## src/rtl/spi_pkg.sv

```systemverilog
// Shared types and constants for the byte-level SPI slave front end.
package spi_pkg;

    typedef enum logic [1:0] {
        IDLE   = 2'd0,
        SHIFT  = 2'd1,
        HOLD   = 2'd2,
        RELOAD = 2'd3
    } spi_state_t;

    localparam int SPI_DATA_WIDTH_DEFAULT = 8;
    localparam int SYNC_STAGES            = 2;
    localparam int RELOAD_DELAY           = 2;

endpackage

```

## src/rtl/spi_sync_edge.sv

```systemverilog
// Brings one asynchronous SPI pin into the clk domain and flags its edges.
// The rise/fall pulses are single-cycle and appear two clk edges after the
// pin changes, so the consumer acts on them at the third edge.
module spi_sync_edge
    import spi_pkg::*;
#(
    parameter logic RESET_LEVEL = 1'b0
) (
    input  logic i_clk,
    input  logic i_rst,
    input  logic i_pin,
    output logic o_rise,
    output logic o_fall
);

    logic [SYNC_STAGES-1:0] r_sync;
    logic                   r_hist;
    logic                   w_level;

    assign w_level = r_sync[SYNC_STAGES-1];

    // Synchroniser chain plus one history flop; reset to the idle pin level
    always_ff @(posedge i_clk) begin
        if (i_rst) begin
            r_sync <= {SYNC_STAGES{RESET_LEVEL}};
            r_hist <= RESET_LEVEL;
        end else begin
            r_sync <= {r_sync[SYNC_STAGES-2:0], i_pin};
            r_hist <= w_level;
        end
    end

    assign o_rise = w_level & ~r_hist;
    assign o_fall = ~w_level & r_hist;

endmodule

```

## src/rtl/spi_slave_byte.sv

```systemverilog
// SPI mode 0, MSB-first byte slave. Oversamples the pins in the clk domain,
// deserialises each byte onto data_in_byte with a READY_HOLD-cycle ready
// level, and serialises data_out_byte onto miso, reloading it two cycles
// after ready falls so the hoarder has time to advance its pointer.
module spi_slave_byte
    import spi_pkg::*;
#(
    parameter int SPI_DATA_WIDTH = SPI_DATA_WIDTH_DEFAULT,
    parameter int READY_HOLD     = 4
) (
    input  logic                      clk,
    input  logic                      rst,
    input  logic                      sclk,
    input  logic                      cs_n,
    input  logic                      mosi,
    output logic                      miso,
    output logic [SPI_DATA_WIDTH-1:0] data_in_byte,
    output logic                      ready,
    input  logic [SPI_DATA_WIDTH-1:0] data_out_byte
);

    localparam int BIT_CNT_W  = $clog2(SPI_DATA_WIDTH);
    localparam int WAIT_CNT_W = $clog2(READY_HOLD + RELOAD_DELAY);
    localparam logic [BIT_CNT_W-1:0]  LAST_BIT    = BIT_CNT_W'(SPI_DATA_WIDTH - 1);
    localparam logic [WAIT_CNT_W-1:0] HOLD_LAST   = WAIT_CNT_W'(READY_HOLD - 1);
    localparam logic [WAIT_CNT_W-1:0] RELOAD_LAST = WAIT_CNT_W'(RELOAD_DELAY - 1);

    spi_state_t                r_state;
    spi_state_t                w_next;
    logic [BIT_CNT_W-1:0]      r_bit_cnt;
    logic [WAIT_CNT_W-1:0]     r_wait_cnt;
    logic [SPI_DATA_WIDTH-2:0] r_rx;
    logic [SPI_DATA_WIDTH-1:0] r_tx;
    logic [SPI_DATA_WIDTH-1:0] r_data_in;
    logic [SYNC_STAGES-1:0]    r_mosi_sync;

    logic w_sclk_rise;
    logic w_sclk_fall;
    logic w_cs_rise;
    logic w_cs_fall;
    logic w_mosi;
    logic w_rx_sample;
    logic w_byte_done;
    logic w_tx_shift;
    logic w_tx_load;
    logic w_ready;

    spi_sync_edge #(.RESET_LEVEL(1'b0)) u_sclk_sync (
        .i_clk  (clk),
        .i_rst  (rst),
        .i_pin  (sclk),
        .o_rise (w_sclk_rise),
        .o_fall (w_sclk_fall)
    );

    spi_sync_edge #(.RESET_LEVEL(1'b1)) u_cs_sync (
        .i_clk  (clk),
        .i_rst  (rst),
        .i_pin  (cs_n),
        .o_rise (w_cs_rise),
        .o_fall (w_cs_fall)
    );

    // MOSI delayed by the same synchroniser depth so it lines up with sclk samples
    always_ff @(posedge clk) begin
        if (rst) begin
            r_mosi_sync <= '0;
        end else begin
            r_mosi_sync <= {r_mosi_sync[SYNC_STAGES-2:0], mosi};
        end
    end

    assign w_mosi = r_mosi_sync[SYNC_STAGES-1];

    // State register
    always_ff @(posedge clk) begin
        if (rst) begin
            r_state <= IDLE;
        end else begin
            r_state <= w_next;
        end
    end

    // Next-state logic; a cs_n rise aborts from anywhere and wins over sclk
    always_comb begin
        w_next = r_state;
        case (r_state)
            IDLE:    if (w_cs_fall) w_next = SHIFT;
            SHIFT:   if (w_sclk_rise && (r_bit_cnt == LAST_BIT)) w_next = HOLD;
            HOLD:    if (r_wait_cnt == HOLD_LAST) w_next = RELOAD;
            RELOAD:  if (r_wait_cnt == RELOAD_LAST) w_next = SHIFT;
            default: w_next = IDLE;
        endcase
        if (w_cs_rise) w_next = IDLE;
    end

    // Outputs and datapath strobes decoded from the current state
    always_comb begin
        w_ready     = 1'b0;
        w_tx_load   = 1'b0;
        w_rx_sample = 1'b0;
        w_tx_shift  = 1'b0;
        case (r_state)
            IDLE: begin
                w_tx_load = w_cs_fall;
            end
            SHIFT: begin
                w_rx_sample = w_sclk_rise & ~w_cs_rise;
                // The fall right after a byte boundary (count 0) must not shift:
                // the freshly reloaded MSB is already on miso.
                w_tx_shift  = w_sclk_fall & (r_bit_cnt != '0) & ~w_cs_rise;
            end
            HOLD: begin
                w_ready = 1'b1;
            end
            RELOAD: begin
                w_tx_load = (r_wait_cnt == RELOAD_LAST) & ~w_cs_rise;
            end
            default: begin
                w_ready = 1'b0;
            end
        endcase
    end

    assign w_byte_done = w_rx_sample & (r_bit_cnt == LAST_BIT);

    // Shift registers, bit counter, completed byte and HOLD/RELOAD cycle counter
    always_ff @(posedge clk) begin
        if (rst) begin
            r_rx       <= '0;
            r_tx       <= '0;
            r_data_in  <= '0;
            r_bit_cnt  <= '0;
            r_wait_cnt <= '0;
        end else begin
            if (w_cs_rise) begin
                r_rx      <= '0;
                r_tx      <= '0;
                r_bit_cnt <= '0;
            end else begin
                if (w_tx_load) begin
                    r_tx <= data_out_byte;
                end else if (w_tx_shift) begin
                    r_tx <= {r_tx[SPI_DATA_WIDTH-2:0], 1'b0};
                end
                if (w_byte_done) begin
                    r_data_in <= {r_rx, w_mosi};
                    r_bit_cnt <= '0;
                end else if (w_rx_sample) begin
                    r_rx      <= {r_rx[SPI_DATA_WIDTH-3:0], w_mosi};
                    r_bit_cnt <= r_bit_cnt + 1'b1;
                end
            end
            if ((w_next == r_state) && ((r_state == HOLD) || (r_state == RELOAD))) begin
                r_wait_cnt <= r_wait_cnt + 1'b1;
            end else begin
                r_wait_cnt <= '0;
            end
        end
    end

    assign miso         = r_tx[SPI_DATA_WIDTH-1];
    assign data_in_byte = r_data_in;
    assign ready        = w_ready;

endmodule
```

## config.mk

```make
export PLATFORM = sky130hd
export DESIGN_NAME = spi_slave_byte
export DESIGN_NICKNAME = d
export VERILOG_FILES = /design/src/rtl/spi_pkg.sv /design/src/rtl/spi_sync_edge.sv /design/src/rtl/spi_slave_byte.sv
export SDC_FILE = /design/constraint.sdc
export NUM_CORES = 1
export LEC_CHECK = 0
export CAP_MARGIN = 20
export CORE_MARGIN = 2
export CORE_UTILIZATION = 40
export DETAILED_ROUTE_END_ITERATION = 8
export GPL_ROUTABILITY_DRIVEN = 0
export PLACE_DENSITY_LB_ADDON = 0.12
export RECOVER_POWER = 50
export SYNTH_ARGS = -nofsm -noshare
export SYNTH_HDL_FRONTEND = slang
export SYNTH_SLANG_ARGS = --single-unit
```

## constraint.sdc

```tcl
create_clock -name clk -period 5.2 [get_ports clk]
set_input_delay 0.52 -clock clk [delete_from_list [all_inputs] [get_ports clk]]
set_output_delay 0.52 -clock clk [all_outputs]
set_load 0.01 [all_outputs]
```

# [Word-level counts from Yosys, hierarchy flattened]
# Index checks and enable logic that the tools add are counted.
[totals] in_bits=13 ff_bits=39 out_inout_bits=10 wordCells=59
[classes] addsub=2 mux=12 bitwise_logic=16 n_eq_ne=7 n_reduce_logical=11
[op_table] operator="8-bit two-way mux" n=2
[op_table] operator="2-bit two-way mux" n=5
[op_table] operator="1-bit bitwise AND" n=9
[op_table] operator="2-bit case mux with 4 select lines" n=1
[op_table] operator="1-bit NOT" n=7
[op_table] operator="3-bit by 1-bit adder with 3-bit output, second input constant" n=2
[op_table] operator="2-bit equality test, second input constant" n=2
[op_table] operator="2-bit AND reduction" n=2
[op_table] operator="2-bit OR reduction" n=2
[op_table] operator="3-bit by 1-bit equality test with 1-bit output, second input constant" n=1
[op_table] operator="3-bit by 2-bit equality test with 1-bit output, second input constant" n=1
[op_table] operator="3-bit equality test, second input constant" n=1
[op_table] operator="1-bit two-way mux" n=3
[op_table] operator="3-bit nonzero test" n=1
[op_table] operator="3-bit OR reduction" n=1
[op_table] operator="2-bit by 1-bit equality test with 1-bit output, second input constant" n=1
[op_table] operator="2-bit equality test" n=1
[op_table] operator="1-bit logical AND" n=2
[op_table] operator="2-bit zero test" n=1
[op_table] operator="1-bit case mux with 2 select lines" n=1
[op_table] operator="2-bit nonzero test" n=1
[op_table] operator="1-bit logical OR" n=1

# [Logic depth before layout (Yosys ltp)]
# Gate-level depths: netlist (run 1).
[depth] depth_word=10 mapped_depth=7 ltp_nobuf=6

# [Hierarchy]
# Synthesis (run 1) repeated with hierarchy kept, for this count alone.
[hier_totals] cells_unflattened=188 hier_area_um2=1735.4
[by_module_without_submodules] module="spi_slave_byte" n_inst=1 area_per_inst_um2=1551.5 cells_per_inst=172 seq_area_each_um2=660.6
[by_module_without_submodules] module="spi_sync_edge at u_cs_sync" n_inst=1 area_per_inst_um2=92.6 cells_per_inst=8 seq_area_each_um2=60.1
[by_module_without_submodules] module="spi_sync_edge at u_sclk_sync" n_inst=1 area_per_inst_um2=91.3 cells_per_inst=8 seq_area_each_um2=60.1

# [Worst setup path after synthesis (run 1)]
# No wires, ideal clock.
[synth_timing] kind="register to register" start="register r_state[0]" end="register r_wait_cnt[0]" t_arrival_ps=1697 stages_incl_launch_ff=7 required_time_ps=5122 setup_time_ps=78 path_buffers=0 setup_slack_ps=3425 period_less_slack_ps=1775 path_cell_list="dfxtp_1 -> inv_1 -> ha_1 -> or2_1 -> a221o_1 -> a211o_1 -> nor3_1"
[synth_via] elab_chain_cells=7 elab_cells_between_ends=15 cone_classes="eq/ne (4); mux (6); bitwise (1); reduce/logical (4)"
[synth_lines] item="from (decl)" line="spi_slave_byte.sv:28" text="spi_state_t r_state;"
[synth_lines] item="from (signal assigned)" line="spi_slave_byte.sv:80" text="r_state <= w_next;"
[synth_lines] item="2-bit equality test (tied with other cells)" line="spi_slave_byte.sv:87, spi_slave_byte.sv:154"
[synth_lines] item="2-bit case mux with 4 select lines" line="spi_slave_byte.sv:87" text="case (r_state)"
[synth_lines] item="2-bit two-way mux" line="spi_slave_byte.sv:94" text="if (w_cs_rise) w_next = IDLE;"
[synth_lines] item="2-bit equality test" line="spi_slave_byte.sv:154" text="if ((w_next == r_state) && ((r_state == HOLD) || (r_state == RELOAD))) begin"
[synth_lines] item="1-bit logical AND (*)" line="spi_slave_byte.sv:154"
[synth_lines] item="1-bit NOT (no line) (*)"
[synth_lines] item="2-bit OR reduction (no line) (*)"
[synth_lines] item="to (signal assigned)" line="spi_slave_byte.sv:155" text="r_wait_cnt <= r_wait_cnt + 1'b1;"
[synth_lines] item="to (decl)" line="spi_slave_byte.sv:31" text="logic [WAIT_CNT_W-1:0] r_wait_cnt;"
# Mark *: on every way between the ends. The rest lies on a longest branch, timed or not.
# A chain may end at the register's enable or synchronous reset.

# [Final worst setup path (run 1)]
[layout_timing] start="input port rst" end="register r_bit_cnt[1]"
[layout_via] elab_chain_cells=1
[layout_lines] item="from (decl)" line="spi_slave_byte.sv:12" text="input logic rst,"
[layout_lines] item="3-bit OR reduction (no line)"
[layout_lines] item="to (signal assigned)" line="spi_slave_byte.sv:151" text="r_bit_cnt <= r_bit_cnt + 1'b1;"
[layout_lines] item="to (decl)" line="spi_slave_byte.sv:30" text="logic [BIT_CNT_W-1:0] r_bit_cnt;"
# Every way passes these cells.

==> impl_summary.md, run 1 <==
Clocking
The clock passes through at most 2 buffers. Clock-pin slew was measured on the worst setup and hold paths at 0.07 ns. The H-tree depth is 2. Clock tree synthesis inserted a total of 5 buffers. The number of sinks driven by the clock tree is 39. Buffers added to address setup during post-CTS repair amount to 0. After clock tree synthesis, the repair step resized 0 gates. For the worst-skew pair, the clock arrives at the later sink with an insertion delay of 0.29 ns.

The count of hold-fix buffers inserted at cts is 0. The root buffer cell chosen for the clock tree is sky130_fd_sc_hd__clkbuf_8. The TritonCTS clock tree is built.

Detailed routing
The starting DRC count in detailed routing is 24. The DRC violation count after routing is 0. After detailed routing, the total wire length is 3.17 mm.

The detailed-router iteration count before antenna repair is 4. The via count normalized by instance count is 5.00. The routed length per placed instance is 12.4 um.

In this run the remaining antenna-violating nets after routing total 0. The count of vias placed by the detailed router is 1,280.

GRT
The first global-routing pass estimated 5.66 mm of wire. For this run the aggregate overflow at the end of global routing stands at 0. The initial antenna violation count came to 0.

Entering global routing, the biggest net connects 20 pins. Global routing consumed, over all layers together, 14.2% of the routing resources. The via count of the first global-routing pass was 1,268.

Final layout
Relative to the synthesized area, the layout overhead comes to 20.0%. The number of inserted diodes is 0. The leading cell type in the layout, fill and taps excluded is sky130_fd_sc_hd__dfxtp_1. The layout cell share with drive strength beyond 1 is 6.86%. The final non-filler cell area is 2140 um^2.

The number of nets in the layout is 228. In the layout the commonest cells are sky130_fd_sc_hd__dfxtp_1, sky130_fd_sc_hd__nor2_1, sky130_fd_sc_hd__mux2i_1.

STA
The minimum period implied by the final worst setup slack is 2.18 ns. In the final timing run, aggregate negative setup slack is 0 ns. The count of final max-slew check failures was 0. The setup skew after layout is 0.00476 ns. The timing-limited maximum frequency is 0.458 GHz. The final setup violation count is 0.

Headroom to the max-slew limit came out at 57.9%. The final count of hold timing violations is 0. The post-route fraction of the period consumed by the critical path is 42.0%. For the pin with the worst max-slew slack, the measured transition is 0.632 ns. Setup repair after global routing left no endpoint under its margin.

Synth
The count of flip-flops with a built-in enable after synthesis is 0. The number of nets handed over by synthesis was 208. Yosys printed 0 warnings.

The number of cells produced by synthesis is 183. The synthesized cell area is 1780 um^2. Summing the sequential cell areas from Yosys gives 43.9% of the chip area. The fraction of registers with async set/reset is 0%. After synthesis, the mean cell area works out to 9.73 um^2. The number of storage elements in the synthesis netlist is 39. The most used flip-flop cell after synthesis is sky130_fd_sc_hd__dfxtp_1. The count of cell types in the netlist is 36.

Placed design
In this run the tool buffered the top-level ports with 22 buffer cells. After detailed placement, the total cell area comes to 2020 um^2. The estimated wirelength of the detail-placed design is 2.27 mm.

Floorplanning
For this design the top-level I/O count stands at 23. The core box area is 4320 um^2. From bottom edge to top edge, the die measures 70.7 um. The effective utilization at floorplan is 41.2%.

Measured along the x axis, the die boundary spans 70.7 um. The die covers 5000 um^2. After floorplanning, the core was divided into 24 placement rows.

Setup path
Among the stages of the critical path, the cell type that occurs most often is sky130_fd_sc_hd__nand2b_1. The cell with the largest stage delay on the worst path is sky130_fd_sc_hd__dlygate4sd3_1. The family of cells with the greatest summed delay on the critical path is buffers and inverters. The worst path arrival time is 2.36 ns. Along the worst path, the maximum fanout reaches 19.

The required time of the worst setup path is 5.38 ns. The capturing element type of the critical path is a flip-flop. STA classifies the critical path startpoint as an input pin.

The worst path buffer plus inverter count is 1. Traced cell by cell, the critical path runs through dlygate4sd3_1, nand2b_1, nand2b_1, nor2_1. The critical path in this run is classified as input pin to flip-flop.

The delay of the slowest cell on the worst path is 0.93 ns.

Pwr
Dividing total power by cell area gives a power density of 351 nW/um^2. The worst-case IR drop observed on VDD is 0.173 mV. The leakage power is 1.02 nW.

Flow run
The max-capacitance violation count is 0.

Run status
The flow ran to the end, and the final reports show no timing, DRC or antenna violations.

Min path
The type of the worst min-delay path is flip-flop to flip-flop.
[cells by family (layout without fill, tap and decap cells)]
kind of cell	after synthesis	in the layout	share of synthesized area [%]
compound gates	27	27	11.7
xor+xnor	1	1	0.492
fa+ha+maj	12	12	8.43
mux	24	24	13.5
buf+inv	18	39	4.29
simple gates	62	62	17.8
flops	39	39	43.9
[synthesized netlist by cell type (2+ instances only)]
| library cell | instances | area (um^2) |
|---|---|---|
| sky130_fd_sc_hd__a21oi_1 | 5 | 25.0 |
| sky130_fd_sc_hd__nor2b_1 | 7 | 43.8 |
| sky130_fd_sc_hd__nor2_1 | 29 | 109 |
| sky130_fd_sc_hd__o21ai_0 | 5 | 25.0 |
| sky130_fd_sc_hd__a211oi_1 | 7 | 52.6 |
| sky130_fd_sc_hd__nand2b_1 | 7 | 43.8 |
| sky130_fd_sc_hd__or2_2 | 3 | 18.8 |
| sky130_fd_sc_hd__nand2_1 | 2 | 7.51 |
| sky130_fd_sc_hd__buf_2 | 4 | 20.0 |
| sky130_fd_sc_hd__dfxtp_1 | 39 | 781 |
| sky130_fd_sc_hd__inv_1 | 8 | 30.0 |
| sky130_fd_sc_hd__ha_1 | 12 | 150 |
| sky130_fd_sc_hd__clkbuf_1 | 4 | 15.0 |
| sky130_fd_sc_hd__nor3_1 | 4 | 20.0 |
| sky130_fd_sc_hd__a2111oi_0 | 2 | 17.5 |
| sky130_fd_sc_hd__mux2i_1 | 24 | 240 |
| sky130_fd_sc_hd__nand3_1 | 2 | 10.0 |
[final cells by class]
cell class                      instances  area (um^2)
Sequential cell                        39          781
Clock buffer                            5         68.8
Clock inverter                          3         43.8
Fill cell                             414         2190
Multi-Input combinational cell        126          923
Tap cell                               52         65.1
Timing Repair Buffer                   22          220
Inverter                                9         33.8
[power breakdown]
part / internal, mW / leakage [nW] / switching, mW
sequential: 0.316 / 0.317 / 0.0162
clock: 0.143 / 0.0581 / 0.106
combinational: 0.0753 / 0.647 / 0.0924
total: 0.534 / 1.02 / 0.214
[metrics by stage]
step | setup slack (ns) | total power, mW | util (%) | hold slack, ns | std cells
2_1_floorplan | 3.43 | 0.461 | - | 0.389 | 183
3_3_place_gp | 2.81 | 0.500 | 46.8 | 0.397 | 248
3_5_place_dp | 2.73 | 0.504 | 46.8 | 0.393 | 248
4_1_cts | 3.03 | 0.755 | 49.4 | 0.412 | 256
5_1_grt | 2.85 | 0.795 | 49.4 | 0.432 | 256
6_report | 3.02 | 0.749 | 49.4 | 0.410 | 256
[final timing paths]
check	start	end	slack [ns]	cells after the start
worst max-delay path	rst	r_bit_cnt[1]	3.02	4
worst max register to register	r_state[1]	data_in_byte[3]	3.18	5
worst min register to register	u_cs_sync.r_sync[0]	u_cs_sync.r_sync[1]	0.41	1
worst min-delay path	u_cs_sync.r_sync[0]	u_cs_sync.r_sync[1]	0.41	1
[per-layer routing]
metal  vias to the layer above  routed length [um]  GRT usage (%)
met5                         -                   0              0
met4                         0                  46           4.61
met3                         5                 132           4.99
met2                        19                1480           23.1
met1                       590                1520           17.7
li1                        666                   -              -
[registers in the layout (all words and copies together) (netlist names)]
name                cells
data_in_byte            8
r_tx                    8
r_rx                    7
r_bit_cnt               3
r_wait_cnt              3
r_mosi_sync             2
r_state                 2
u_cs_sync.r_sync        2
u_sclk_sync.r_sync      2
u_cs_sync.r_hist        1
u_sclk_sync.r_hist      1
Power figures use the tool's default switching activity.
==> run 2: changes to the inputs <==
==> constraint.sdc (replaced) <==
create_clock -name clk -period 2.2 [get_ports clk]
set_input_delay 0.22 -clock clk [delete_from_list [all_inputs] [get_ports clk]]
set_output_delay 0.22 -clock clk [all_outputs]
set_load 0.01 [all_outputs]
==> run 2 against run 1 <==
Effect of this change:
- first-iteration DRC count rose to 2.9 times the previous value
- global-route usage is 0.64 points higher
- register-to-register slack got worse by 3.0 ns
- core utilization down 0.12 points
- sequential power grew 140%
- via count grew 2.7%
- non-clock buffer count increased by 4
- critical endpoint is now r_tx[0]
- largest cell class unchanged
- largest power group unchanged
==> impl_summary.md, run 2 (synthesis results as in run 1) <==
Setup path
The required time of the worst setup path is 2.41 ns (was 5.38 ns). The timing endpoint of the critical path is r_tx[0] (was r_bit_cnt[1]). The family of cells with the greatest summed delay on the critical path is compound AO/OA/AOI/OAI gates (was buffers and inverters). The cell with the largest stage delay on the worst path is sky130_fd_sc_hd__o32a_1 (was sky130_fd_sc_hd__dlygate4sd3_1). The largest fanout on the critical path is 16 (was 19). The number of gates on the worst path with buffers counted was 6 (was 4). The capturing point of the worst reg2reg path is r_tx[0] (was data_in_byte[3]). The path depth of the worst reg2reg path is 6 (was 5). The worst-case register-to-register setup slack is 0.20 ns (was 3.18 ns). The startpoint of the lowest-slack register-to-register path is r_state[1] (unchanged).

Sequence of cells on the critical path: inv_1, ha_1, nand2b_1, o32a_1, or2_0, a21oi_1 (was dlygate4sd3_1, nand2b_1, nand2b_1, nor2_1). The worst path arrival time is 2.21 ns (was 2.36 ns). The critical path startpoint category was a flip-flop (was input pin).

The worst setup path startpoint is r_state[1] (was rst). The delay of the slowest cell on the worst path is 0.48 ns (was 0.93 ns). The type of the worst setup path is flip-flop to flip-flop (was input pin to flip-flop). The capturing element type of the critical path is a flip-flop (unchanged). The worst path buffer plus inverter count was 1 (unchanged).

STA
The setup skew after layout is 0.00685 ns (was 0.00476 ns). Unrepaired setup endpoints after global routing: false (unchanged). The final-layout worst hold slack was 0.410 ns (about the same). The count of final max-slew check failures is 0 (unchanged). The relative slew slack came to 47.8% (was 57.9%).

The smallest setup slack after layout was 0.203 ns (was 3.02 ns). The timing-limited maximum frequency is 0.501 GHz. The measured slew at the worst slew-check pin came to 0.782 ns (was 0.632 ns). The final count of hold timing violations is 0 (unchanged). The post-route fraction of the period consumed by the critical path is 90.8%.

The final setup violation count is 0 (unchanged). The accumulated negative setup slack came to 0 ns (unchanged). The worst path in the final design needs a cycle of 2.00 ns, including I/O delays and setup.

Floorplanning
The width of the die is 70.7 um (unchanged). The die footprint came to 5000 um^2 (unchanged). The core box area is 4320 um^2 (unchanged). The effective utilization at floorplan came to 41.2% (unchanged). The total I/O pin count came to 23 (unchanged). The number of rows created at floorplan was 24 (unchanged).

The vertical die dimension is 70.7 um (unchanged).

GRT
The via count of the first global-routing pass came to 1,327 (was 1,268). The initial antenna violation count is 0 (unchanged). The global-route wire length before repair came to 6.00 mm (was 5.66 mm). The largest net degree at the start of global routing came to 19 (was 20).

The leftover overflow at the end of global routing was 0 (unchanged). The all-layer global routing usage is 14.9% (was 14.2%).

Final layout
The leading cell type in the layout, fill and taps excluded was sky130_fd_sc_hd__dfxtp_1 (unchanged). The count of fill cells added during filler insertion is 410 (was 414). The total area of sequential cells is 781 um^2 (unchanged). The total area of multi-input combinational cells is 923 um^2 (unchanged).

The final non-filler cell area is 2130 um^2 (was 2140 um^2). The number of inserted diodes is 0 (unchanged). The layout cell share with drive strength beyond 1 is 7.25% (was 6.86%). The number of nets in the layout is 232 (was 228). The number of standard cells in the final layout excluding fillers is 259 (was 256). The layout overhead on the synthesized area came to 19.7% (was 20.0%). Commonest non-fill, non-tap cells in the layout: sky130_fd_sc_hd__dfxtp_1, sky130_fd_sc_hd__nor2_1, sky130_fd_sc_hd__mux2i_1 (unchanged).

Clocking
The clock transition at the register clock pins on the worst setup and hold paths after CTS is 0.07 ns (about the same). The number of buffers between clock root and the deepest sink is 2 (unchanged). The count of hold-fix buffers inserted at cts came to 0 (unchanged). The clock tree root driver cell is sky130_fd_sc_hd__clkbuf_8 (unchanged). The number of sinks driven by the clock tree is 39 (unchanged). The TritonCTS clock tree is built (unchanged).

The number of buffers inserted during clock tree synthesis is 5 (unchanged). The number of setup buffers added after CTS is 0 (unchanged). The H-tree depth is 2 (unchanged). The clock latency on the worst-skew pair is 0.28 ns (was 0.29 ns).

The number of cells upsized or downsized after cts came to 0 (unchanged).

Placed design
The post-placement cell count is 252 (was 248). The total of buffers placed on input and output ports is 22 (unchanged). The placed instance area is 2050 um^2 (was 2020 um^2).

The estimated wirelength of the detail-placed design is 2.51 mm (was 2.27 mm). The pre-CTS setup slack is 0.224 ns (was 2.73 ns).

Flow run
The max-capacitance violation count is 0 (unchanged).

Detailed routing
The wire length after detailed routing is 3.45 mm (was 3.17 mm). The via count normalized by instance count is 5.07 (was 5.00). The detailed-router iteration count before antenna repair was 4 (unchanged).

The routed length per placed instance is 13.3 um (was 12.4 um). The starting DRC count in detailed routing is 70 (was 24). The DRC violation count after routing is 0 (unchanged). The number of nets still failing antenna checks after routing came to 0 (unchanged). The count of vias placed by the detailed router is 1,314 (was 1,280).

Run status
Result of the run: finished clean (unchanged).

Min path
The type of the worst min-delay path was flip-flop to flip-flop (unchanged).

Pwr
The cell area power density came to 782 nW/um^2 (was 351 nW/um^2). The leakage power came to 1.02 nW (about the same). The worst-case vdd ir drop is 0.400 mV (was 0.173 mV).
[run 2: how the worst min path moves through the flow]
stage,start,end,slack (ns),cells past startpoint
after CTS,u_cs_sync.r_sync[0],u_cs_sync.r_sync[1],0.41,1
after detailed placement,u_cs_sync.r_sync[0],u_cs_sync.r_sync[1],0.40,1
after global placement,u_cs_sync.r_sync[0],u_cs_sync.r_sync[1],0.39,1
after floorplan,cs_n,u_cs_sync.r_sync[0],0.32,1
final,u_cs_sync.r_sync[0],u_cs_sync.r_sync[1],0.41,1
after global routing,u_cs_sync.r_sync[0],u_cs_sync.r_sync[1],0.42,1
[run 2: stage by stage]
stage	power [mW]	utilization, %
global route	1.77	49.3
CTS	1.68	49.5
finish	1.67	49.3
global placement	1.18	47.5
floorplan	1.09	-
detailed placement	1.20	47.5
[run 2: final cells by class]
type	count	area share (%)
inverter	9	1.59
clock buffer	6	3.88
timing repair buffer	26	11.3
tap	52	3.05
clock inverter	1	0.235
sequential	39	36.6
multi-input combinational	126	43.3
[run 2: routing by layer]
layer	vias to the layer above	share of wire, %	GRT usage, %	wire length, um
li1	671	-	-	-
met1	617	47	18.7	1610
met2	24	50	24.9	1710
met3	2	3.2	3.42	111
met4	0	0.35	5.24	12
met5	-	0	0	0
[run 2: where the power goes]
group          internal [mW]  total [mW]  switching (mW)
Sequential             0.748       0.787          0.0395
Clock                  0.246       0.473           0.228
Combinational          0.181       0.405           0.224
Total                   1.17        1.67           0.491
